File: src/rtl/mem_ctrl_pkg.sv
// Shared widths, FSM state encoding and load/store length encoding for mem_ctrl.
package mem_ctrl_pkg;

    localparam int MemAddrBus = 32;
    localparam int MemDataBus = 32;
    localparam int RamDataBus = 8;

    typedef enum logic [2:0] {
        ST_IDLE  = 3'd0,
        ST_IF_RD = 3'd1,
        ST_LS_RD = 3'd2,
        ST_LS_WR = 3'd3,
        ST_DONE  = 3'd4
    } state_e;

    // ls_len carries byte count minus one
    typedef enum logic [1:0] {
        LEN_BYTE   = 2'd0,
        LEN_HALF   = 2'd1,
        LEN_TRIPLE = 2'd2,
        LEN_WORD   = 2'd3
    } ls_len_e;

    // Which requester owns the transfer in flight (selects the ready pulse)
    typedef enum logic [1:0] {
        OP_FETCH = 2'd0,
        OP_LOAD  = 2'd1,
        OP_STORE = 2'd2
    } op_e;

    function automatic logic [2:0] xfer_bytes(input logic [1:0] len);
        return {1'b0, len} + 3'd1;
    endfunction

endpackage

File: src/rtl/mem_ctrl.sv
// Byte-serial memory controller: arbitrates instruction fetch and load/store
// requests onto an 8-bit RAM port with one-cycle read latency.
// Optional MEM_CTRL_RR_EN: round-robin between fetch and load/store on a
// same-cycle collision; without it load/store always wins.
module mem_ctrl
    import mem_ctrl_pkg::*;
(
    input  logic                  clock,
    input  logic                  reset,
    input  logic                  discard,
    input  logic                  if_read,
    input  logic [MemAddrBus-1:0] if_addr,
    output logic                  if_busy,
    output logic                  if_ready,
    output logic [MemDataBus-1:0] if_data,
    input  logic                  ls_read,
    input  logic                  ls_write,
    input  logic [MemAddrBus-1:0] ls_addr,
    input  logic [1:0]            ls_len,
    input  logic [MemDataBus-1:0] ls_wdata,
    output logic                  ls_busy,
    output logic                  ls_ready,
    output logic [MemDataBus-1:0] ls_rdata,
    output logic [MemAddrBus-1:0] mem_addr,
    output logic                  mem_wr,
    output logic [RamDataBus-1:0] mem_dout,
    input  logic [RamDataBus-1:0] mem_din
);

    state_e                state, state_n;
    op_e                   op, op_n;
    logic [2:0]            cnt;
    logic [2:0]            nbytes, nbytes_n;
    logic [MemAddrBus-1:0] base;
    logic [MemDataBus-1:0] wdata_q;
    logic [MemDataBus-1:0] asm_q, asm_n;
    logic                  if_req, ls_req, take_if;

    // A fetch is not eligible while discard is high
    assign if_req = if_read & ~discard;
    assign ls_req = ls_read | ls_write;

`ifdef MEM_CTRL_RR_EN
    logic rr_if_turn;
    logic collide;

    assign collide = if_req & ls_req;
    assign take_if = if_req & (~ls_req | rr_if_turn);

    // Priority pointer only moves when a real collision is arbitrated
    always_ff @(posedge clock or negedge reset) begin
        if (!reset)
            rr_if_turn <= 1'b0;
        else if (state == ST_IDLE && collide)
            rr_if_turn <= ~rr_if_turn;
    end
`else
    assign take_if = if_req & ~ls_req;
`endif

    // State register
    always_ff @(posedge clock or negedge reset) begin
        if (!reset)
            state <= ST_IDLE;
        else
            state <= state_n;
    end

    // Next state: accept only in IDLE, store beats write, DONE is a one-cycle turnaround
    always_comb begin
        state_n  = state;
        op_n     = op;
        nbytes_n = nbytes;
        case (state)
            ST_IDLE: begin
                if (take_if) begin
                    state_n  = ST_IF_RD;
                    op_n     = OP_FETCH;
                    nbytes_n = xfer_bytes(LEN_WORD);
                end else if (ls_write) begin
                    state_n  = ST_LS_WR;
                    op_n     = OP_STORE;
                    nbytes_n = xfer_bytes(ls_len);
                end else if (ls_read) begin
                    state_n  = ST_LS_RD;
                    op_n     = OP_LOAD;
                    nbytes_n = xfer_bytes(ls_len);
                end
            end
            ST_IF_RD: begin
                if (discard)
                    state_n = ST_IDLE;
                else if (cnt == nbytes)
                    state_n = ST_DONE;
            end
            ST_LS_RD: begin
                if (cnt == nbytes)
                    state_n = ST_DONE;
            end
            ST_LS_WR: begin
                if (cnt == nbytes - 3'd1)
                    state_n = ST_DONE;
            end
            ST_DONE:  state_n = ST_IDLE;
            default:  state_n = ST_IDLE;
        endcase
    end

    // Merge the byte arriving this cycle (address was issued at cnt-1)
    always_comb begin
        asm_n = asm_q;
        case (cnt)
            3'd1:    asm_n[7:0]   = mem_din;
            3'd2:    asm_n[15:8]  = mem_din;
            3'd3:    asm_n[23:16] = mem_din;
            3'd4:    asm_n[31:24] = mem_din;
            default: ;
        endcase
    end

    // Transfer bookkeeping: latch request on accept, step the byte counter
    always_ff @(posedge clock or negedge reset) begin
        if (!reset) begin
            op      <= OP_FETCH;
            nbytes  <= 3'd0;
            cnt     <= 3'd0;
            base    <= '0;
            wdata_q <= '0;
            asm_q   <= '0;
        end else begin
            op     <= op_n;
            nbytes <= nbytes_n;
            if (state == ST_IDLE) begin
                cnt   <= 3'd0;
                asm_q <= '0;
                if (state_n != ST_IDLE) begin
                    base    <= take_if ? if_addr : ls_addr;
                    wdata_q <= ls_wdata;
                end
            end else begin
                cnt <= cnt + 3'd1;
                if (state == ST_IF_RD || state == ST_LS_RD)
                    asm_q <= asm_n;
            end
        end
    end

    // Result registers update only on a completed read, so they hold between pulses
    always_ff @(posedge clock or negedge reset) begin
        if (!reset) begin
            if_data  <= '0;
            ls_rdata <= '0;
        end else if (state_n == ST_DONE) begin
            if (state == ST_IF_RD)
                if_data <= asm_n;
            else if (state == ST_LS_RD)
                ls_rdata <= asm_n;
        end
    end

    // RAM port: address/strobe only while a byte is being issued, zero otherwise
    always_comb begin
        mem_addr = '0;
        mem_wr   = 1'b0;
        mem_dout = '0;
        case (state)
            ST_IF_RD, ST_LS_RD: begin
                if (cnt != nbytes)
                    mem_addr = base + {{(MemAddrBus-3){1'b0}}, cnt};
            end
            ST_LS_WR: begin
                mem_addr = base + {{(MemAddrBus-3){1'b0}}, cnt};
                mem_wr   = 1'b1;
                case (cnt)
                    3'd0:    mem_dout = wdata_q[7:0];
                    3'd1:    mem_dout = wdata_q[15:8];
                    3'd2:    mem_dout = wdata_q[23:16];
                    default: mem_dout = wdata_q[31:24];
                endcase
            end
            default: ;
        endcase
    end

    assign if_busy  = (state != ST_IDLE);
    assign ls_busy  = (state != ST_IDLE);
    assign if_ready = (state == ST_DONE) && (op == OP_FETCH);
    assign ls_ready = (state == ST_DONE) && (op != OP_FETCH);

endmodule

File: config.mk
export PLATFORM = sky130hd
export DESIGN_NAME = mem_ctrl
export DESIGN_NICKNAME = d
export VERILOG_FILES = /design/src/rtl/mem_ctrl_pkg.sv /design/src/rtl/mem_ctrl.sv
export SDC_FILE = /design/constraint.sdc
export NUM_CORES = 1
export LEC_CHECK = 0
export BUFFER_PORTS_ARGS = -buffer_cell sky130_fd_sc_hd__buf_2
export CAP_MARGIN = 20
export CORE_UTILIZATION = 48
export CTS_BUF_LIST = sky130_fd_sc_hd__clkbuf_8
export DETAILED_ROUTE_END_ITERATION = 10
export PLACE_DENSITY_LB_ADDON = 0.2
export SLEW_MARGIN = 5
export SYNTH_ARGS = -nofsm -noshare
export SYNTH_HDL_FRONTEND = slang
export SYNTH_SLANG_ARGS = --single-unit
File: constraint.sdc
create_clock -name clock -period 5.2 [get_ports clock]
set_input_delay 0.52 -clock clock [delete_from_list [all_inputs] [get_ports clock]]
set_output_delay 0.52 -clock clock [all_outputs]
set_load 0.03 [all_outputs]
-- Yosys cells after proc, flatten, opt, wreduce, memory -nomap -nowiden
Cells that the tools add are included.
Widths: inputs -> output; s select.
- add/sub/neg operators: 4
- $mul: 0
- div/mod/pow operators: 0
- magnitude comparators: 0
- eq/ne operators: 12
- shift operators: 0
- mux-type cells: 26
- bitwise operators: 6
- reductions and logical operators: 16
- operator list (cell ; count):
    $mux 32 ; 4
    $pmux 32 s2 ; 1
    $mux 8 ; 5
    $add 32x3->32 ; 1
    $mux 3 ; 10
    $pmux 8 s3 ; 1
    $eq 3x2->1 const B ; 4
    $pmux 3 s4 ; 1
    $eq 3x3->1 const B ; 3
    $reduce_bool 3->1 ; 3
    $eq 3x1->1 const B ; 2
    $eq 3x3->1 ; 2
    $logic_not 3->1 ; 2
    $mux 2 ; 3
    $reduce_and 2->1 ; 3
    $reduce_bool 2->1 ; 2
    $add 2x1->3 const B ; 1
    $add 3x1->3 const B ; 1
    $ne 3x3->1 ; 1
    $not 1->1 ; 3
    $reduce_and 3->1 ; 1
    $sub 3x1->3 const B ; 1
    $and 1x1->1 ; 2
    $logic_and 1x1->1 ; 2
    other kinds (5) ; 5
- register bits after elaboration: 171
- latch bits: 0
- bits in writable memories: 0
- ROM bits: 0
- output and inout bits: 109
- word-level logic and storage cells: 73
- memories: 0

-- Depth between registers and ports, before layout
Gate-level depths: netlist (run 1).
- depth in word-level cells: 7
- gate-level depth with buffers: 9

-- Worst setup path before layout (run 1)
No wires, ideal clock.
- kind: flip-flop to output port
- start: register cnt[0]
- end: output mem_addr[16]
- arrival: 2.612 ns
- required time: 4.680 ns
- path slack: 2.068 ns
- cell stages (with the launch flop): 8
- cells stage by stage: dfrtp_1 > ha_1 > inv_1 > fa_1 > nand2b_1 > a2111oi_0 > or3b_1 > a21oi_1
- longest elaborated chain between the ends: 3
- elaborated cells between the ends (all ways): 4
- classes of those cells: add/sub (1); eq/ne (1); mux (2)
- ends and longest elaborated chain (element ; line ; RTL):
    from (decl) ; mem_ctrl.sv:32 ; logic [2:0] cnt;
    from (signal assigned) ; mem_ctrl.sv:141 ; cnt <= cnt + 3'd1;
    $add 32x3->32 / $ne 3x3->1 (equally long branches) ; mem_ctrl.sv:169, mem_ctrl.sv:172, mem_ctrl.sv:168 ;
    $mux 32 ; mem_ctrl.sv:168 ; if (cnt != nbytes)
    $pmux 32 s2 * ; mem_ctrl.sv:166 ; case (state)
    to (decl) ; mem_ctrl.sv:24 ; output logic [MemAddrBus-1:0] mem_addr,
Every way passes the cells marked *; elsewhere a longest branch is shown, timed or not.

-- Worst setup path after layout (run 1)
Same ends and word-level chain as after synthesis.

==> out/qor.yml, run 1 <==
antenna_found_initial: 0
synth-simple-area-share_pct: 11.8
synth-edff-count: 0
die-area_um2: 18300
min_period_ns: 3.77
post_cts_buffers: 0
avgViaCountPerCell: 5.51
drc_errors: 0
ioPinCount: 221
grt_max_degree: 65
die_w_um: 135
io_buffers: 220
synth_top_area_share_pct: 50.1
n_antenna_cell: 0
place_congestion: 0.829
cp.arrival_ns: 3.25
synth.avg_cell_area_um2: 9.97
skew_ns: 0.0126
yosysSeqAreaShare_pct: 50.1
clk_pin_slew_ns: 0.08
outcome: "finished clean"
grt_pass1_wl_um: 33700
hold_path.class: "in2async"
maxSlewHeadroom_pct: 31.2
synthTopCellsByCount: "dfrtp_1, a21oi_1, nor2_1"
top_layer: "met4"
synthArstFlopShare_pct: 100
start_util_pct: 49.2
max_stage_delay_ns: 0.67
synth.largest_area_cell: "dfrtp_1"
synth-xor-area-share_pct: 1.61
num_rows: 48
clkLatencyLatePin_ns: 0.46
wl_um: 20800
slowest_stage: "a2111oi_0"
holdBufCountCts: 0
drv_cap: 0
cts_tree: "built"
cellLeakagePower_nw: 4.74
ys.flop_type: "dfrtp_1"
drt_pass1_iterations: 6
crit_type: "reg2out"
design.core.area_um2: 17400
grt_pass1_vias: 6572
cts-resized-gates: 0
irDropWorstVdd_mv: 0.436
rsz0062_at_grt: "no"
vias: 7023
dp.final_hpwl_um: 14500
fmax_mhz: 265
synth_mux_area_share_pct: 11.7
synth_top_family_by_area: "compound AO/OA/AOI/OAI gates"
h-tree-depth: 4
critPathLaunchType: "register"
ant_nets: 0
avgRoutedWirePerCell_um: 16.3
synthDistinctLibCells: 52
route.met3.wl_um: 1120
place_area_um2: 9740
setup-tns-final_ns: 0
synth_fa_ha_area_share_pct: 1.70
synth.cell_area_um2: 8550
wl_met1_um: 9530
setup_viol_count_final: 0
fin_nets: 1160
grt_overflow: 0
final_max_slew_viol_count: 0
finalCritPeriodShare_pct: 72.4
yosysMostFrequentCell: "dfrtp_1"
path_cells: "ha_1, inv_1, fa_1, nand2b_1, a2111oi_0, or3b_1, a21oi_1, buf_2"
crit_fanout: 6
cts.sinks: 171
wl_met2_um: 9890
worst_pin_slew_ns: 1.03
final_area_um2: 10200
clock_path_buffers: 2
ys_ff_latch: 171
powerDensity_nw_per_um2: 715
required_ns: 4.68
crit_family: "compound AO/OA/AOI/OAI gates"
drive_gt1_share_pct: 28.4
end_kind: "output pin"
path_buf_inv: 2
area_growth_pct: 19.2
fill_cells: 1571
synth_cells: 857
grt_usage_pct: 23.6
synth_compound_area_share_pct: 19.0
clockRootBuffer: "clkbuf_8"
syn-num-nets: 980
first_iter_violations: 435
ys_warn_count: 0
hold_viol: 0
die_h_um: 135
ys_top_cells_by_area: "dfrtp_1, mux2i_1, a21oi_1"
cts_buffers: 17
final cells by class:
type                            count  area, um^2  share of cell area [%]
Inverter                           20        75.1                   0.737
Clock inverter                      7         101                   0.994
Timing Repair Buffer              228        1180                    11.6
Tap cell                          225         282                    2.76
Sequential cell                   171        4280                    42.0
Clock buffer                       24         330                    3.24
Multi-Input combinational cell    599        3940                    38.7
through the flow:
stage	worst slack, ns	util [%]	hold WS, ns	std cells	total power (W)
final	1.43	58.7	0.0169	1274	0.00729
after global routing	1.26	58.7	0.0481	1274	0.00785
after CTS	1.44	58.6	0.0203	1273	0.00733
after detailed placement	1.95	56.1	0.465	1242	0.00631
after global placement	2.02	56.1	0.456	1242	0.00624
after floorplan	2.07	-	0.224	857	0.00527
flip-flops by register name, indices dropped and copies added (netlist names), 3 cells and up:
signal    flops
asm_q        32
base         32
cnt           3
if_data      32
ls_rdata     32
nbytes        3
state         3
wdata_q      32
routing by layer:
metal | track usage (%) | vias to the layer above
met5 | 0 | -
met4 | 6.30 | 0
met3 | 5.65 | 18
met2 | 37.7 | 197
met1 | 32.3 | 3340
li1 | - | 3468
final timing paths:
kind | startpoint | cells past startpoint | to | slack [ns]
max | cnt[0]$_DFF_PN0_ | 8 | mem_addr[16] | 1.43
min | reset | 1 | ls_rdata[8]$_DFFE_PN0P_ | 0.02
max reg2reg | state[1]$_DFF_PN0_ | 5 | wdata_q[14]$_DFFE_PN0P_ | 2.13
min reg2reg | ls_rdata[11]$_DFFE_PN0P_ | 2 | ls_rdata[11]$_DFFE_PN0P_ | 0.48
max in group asynchronous | reset | 2 | base[21]$_DFFE_PN0P_ | 4.05
min in group clock | ls_wdata[11] | 2 | wdata_q[11]$_DFFE_PN0P_ | 0.29
kinds of logic (layout without fill, tap and decap cells):
group / after synthesis / after routing
AND/OR/NAND/NOR: 218 / 218
multiplexers: 96 / 96
buffers and inverters: 87 / 279
AO/OA/AOI/OAI: 260 / 260
flip-flops: 171 / 171
XOR/XNOR: 14 / 14
adder cells (fa/ha/maj): 11 / 11
power by group:
part	total, W	internal, W	switching, W
Clock	0.00100	0.000519	0.000482
Combinational	0.00385	0.00137	0.00248
Sequential	0.00244	0.00194	0.000491
Total	0.00729	0.00383	0.00346
cell usage in the layout, fill, tap and decap left out, types with 18 or more instances in the layout:
cell type,instances
buf_2,219
dfrtp_1,171
a21oi_1,98
nor2_1,98
o21ai_0,68
mux2i_1,64
nand2_1,49
mux2_2,32
o2bb2ai_1,24
a2bb2oi_1,24
clkbuf_8,24
inv_1,18
Power figures use the tool's default switching activity.
==> run 2, diff against run 1 <==
clock period = 3.6 ns   (was 5.2 ns; I/O delays follow)
==> run 2 against run 1 <==
Against the previous run: the run now ends with negative hold slack left; cell count grew 0.63%; critical path depth did not move; sequential share of layout area shrank 0.13 points; core utilization grew 0.22 points; register-to-register slack got worse by 0.96 ns; clock power up 33%; clock skew increased by 0.0043 ns; worst setup slack worse by 1.3 ns; wire length grew 0.15%; sequential power is 42% higher; hold slack worse by 0.035 ns; non-clock buffer count is 8 higher; critical path type unchanged; critical endpoint is now mem_addr[22]; largest cell class unchanged; largest power group unchanged.
==> out/qor.yml, run 2 (synthesized netlist as in run 1, its figures left out) <==
violations: "negative hold slack"
drc_errors: 0
hold_viol: 15
clock_path_buffers: 2
h-tree-depth: 4
final_area_um2: 10200
pwr-share-comb_pct: 54.3
place_congestion: 0.841
irDropWorstVdd_mv: 0.758
fmax_mhz: 291
finalCritPeriodShare_pct: 95.3
antenna_found_initial: 0
clockRootBuffer: "clkbuf_8"
grt_overflow: 0
avgRoutedWirePerCell_um: 16.2
holdBufCountCts: 0
grt_pass1_vias: 6453
min_period_ns: 3.43
end_kind: "output pin"
cts_buffers: 17
grt_pass1_wl_um: 33000
timing.hold.ws_ns: -0.0184
pre_cts_slack_ns: 0.505
required_ns: 3.24
drt_pass1_iterations: 5
num_rows: 48
cp.arrival_ns: 3.07
n_antenna_cell: 0
ant_nets: 0
outcome: "finished with violations"
fin_nets: 1168
hold_path.class: "in2async"
clkLatencyLatePin_ns: 0.47
cellLeakagePower_nw: 4.78
skew_ns: 0.0168
p_int_w: 0.00549
die-area_um2: 18300
vias: 7126
drv_cap: 0
worst_pin_slew_ns: 0.888
dp.final_hpwl_um: 14700
rsz0062_at_grt: "yes"
grt_usage_pct: 23.3
first_iter_violations: 408
clk_pin_slew_ns: 0.09
crit_fanout: 18
place_area_um2: 9830
setup_slack_ns: 0.169
start_util_pct: 49.2
finish.utilization_pct: 58.9
cts_tree: "built"
critPathLaunchType: "register"
maxSlewHeadroom_pct: 40.8
avgViaCountPerCell: 5.56
final_cell_mix: "buf_2, dfrtp_1, a21oi_1, nor2_1, o21ai_0"
crit_type: "reg2out"
cts-resized-gates: 0
final_max_slew_viol_count: 0
ioPinCount: 221
die_w_um: 135
clkPwrFrac_pct: 12.7
design.core.area_um2: 17400
drive_gt1_share_pct: 29.0
wl_um: 20800
area_growth_pct: 19.7
grt_max_degree: 95
pwr-share-seq_pct: 33.0
mostFrequentLayoutCell: "buf_2"
setup_viol_count_final: 0
switching_share_pct: 47.7
powerDensity_nw_per_um2: 1030
switching_power_w: 0.00500
post_cts_buffers: 0
die_h_um: 135
io_buffers: 220
cts.sinks: 171
-- run 2: path summary, 6_finish.rpt --
| check | startpoint | slack, ns | end | cells after the start |
|---|---|---|---|---|
| setup reg to reg | cnt[0]$_DFF_PN0_ | 1.17 | asm_q[8]$_DFFE_PN0P_ | 6 |
| min in group clock | ls_wdata[22] | 0.12 | wdata_q[22]$_DFFE_PN0P_ | 2 |
| max in group asynchronous | reset | 2.74 | ls_rdata[29]$_DFFE_PN0P_ | 2 |
| setup / recovery | cnt[0]$_DFF_PN0_ | 0.17 | mem_addr[22] | 8 |
| hold reg to reg | ls_rdata[24]$_DFFE_PN0P_ | 0.48 | ls_rdata[24]$_DFFE_PN0P_ | 2 |
| hold / removal | reset | -0.02 | ls_rdata[8]$_DFFE_PN0P_ | 1 |
-- run 2: power groups by stage --
stage	sequential [W]	combinational, W	clock (W)
3_5_place_dp	0.00349	0.00571	0
2_1_floorplan	0.00400	0.00361	0
6_report	0.00346	0.00570	0.00133
4_1_cts	0.00345	0.00573	0.00137
5_1_grt	0.00358	0.00622	0.00146
3_3_place_gp	0.00346	0.00562	0
-- run 2: area by class of cell --
type                    instances  area (um^2)
clock inverters                12          125
repair buffers                236         1250
fillers                      1588         7130
inverters                      20         75.1
well taps                     225          282
multi-input cells             599         3950
flip-flops and latches        171         4280
clock buffers                  19          262
-- run 2: stage by stage --
stage / TNS (ns) / power [W] / std cells
after global placement: 0 / 0.00908 / 1251
after floorplan: 0 / 0.00761 / 857
after global routing: -0.00549 / 0.0113 / 1282
after detailed placement: 0 / 0.00920 / 1251
final: 0 / 0.0105 / 1282
after CTS: 0 / 0.0106 / 1282
-- run 2: layer usage --
metal	up-vias	global-route usage [%]	routed length, um
met1	3407	31.7	9430
met4	0	6.49	260
met3	23	5.91	1200
met5	-	0	0
li1	3471	-	-
met2	225	36.7	9910
-- run 2: worst max-delay path, cell delays in order, from the launching register on --
cell	delay (ns)
dfrtp_2	0.42
ha_1	0.19
inv_1	0.06
fa_1	0.40
nand2b_1	0.20
a211o_2	0.48
or4_1	0.50
a21oi_1	0.15
buf_2	0.22
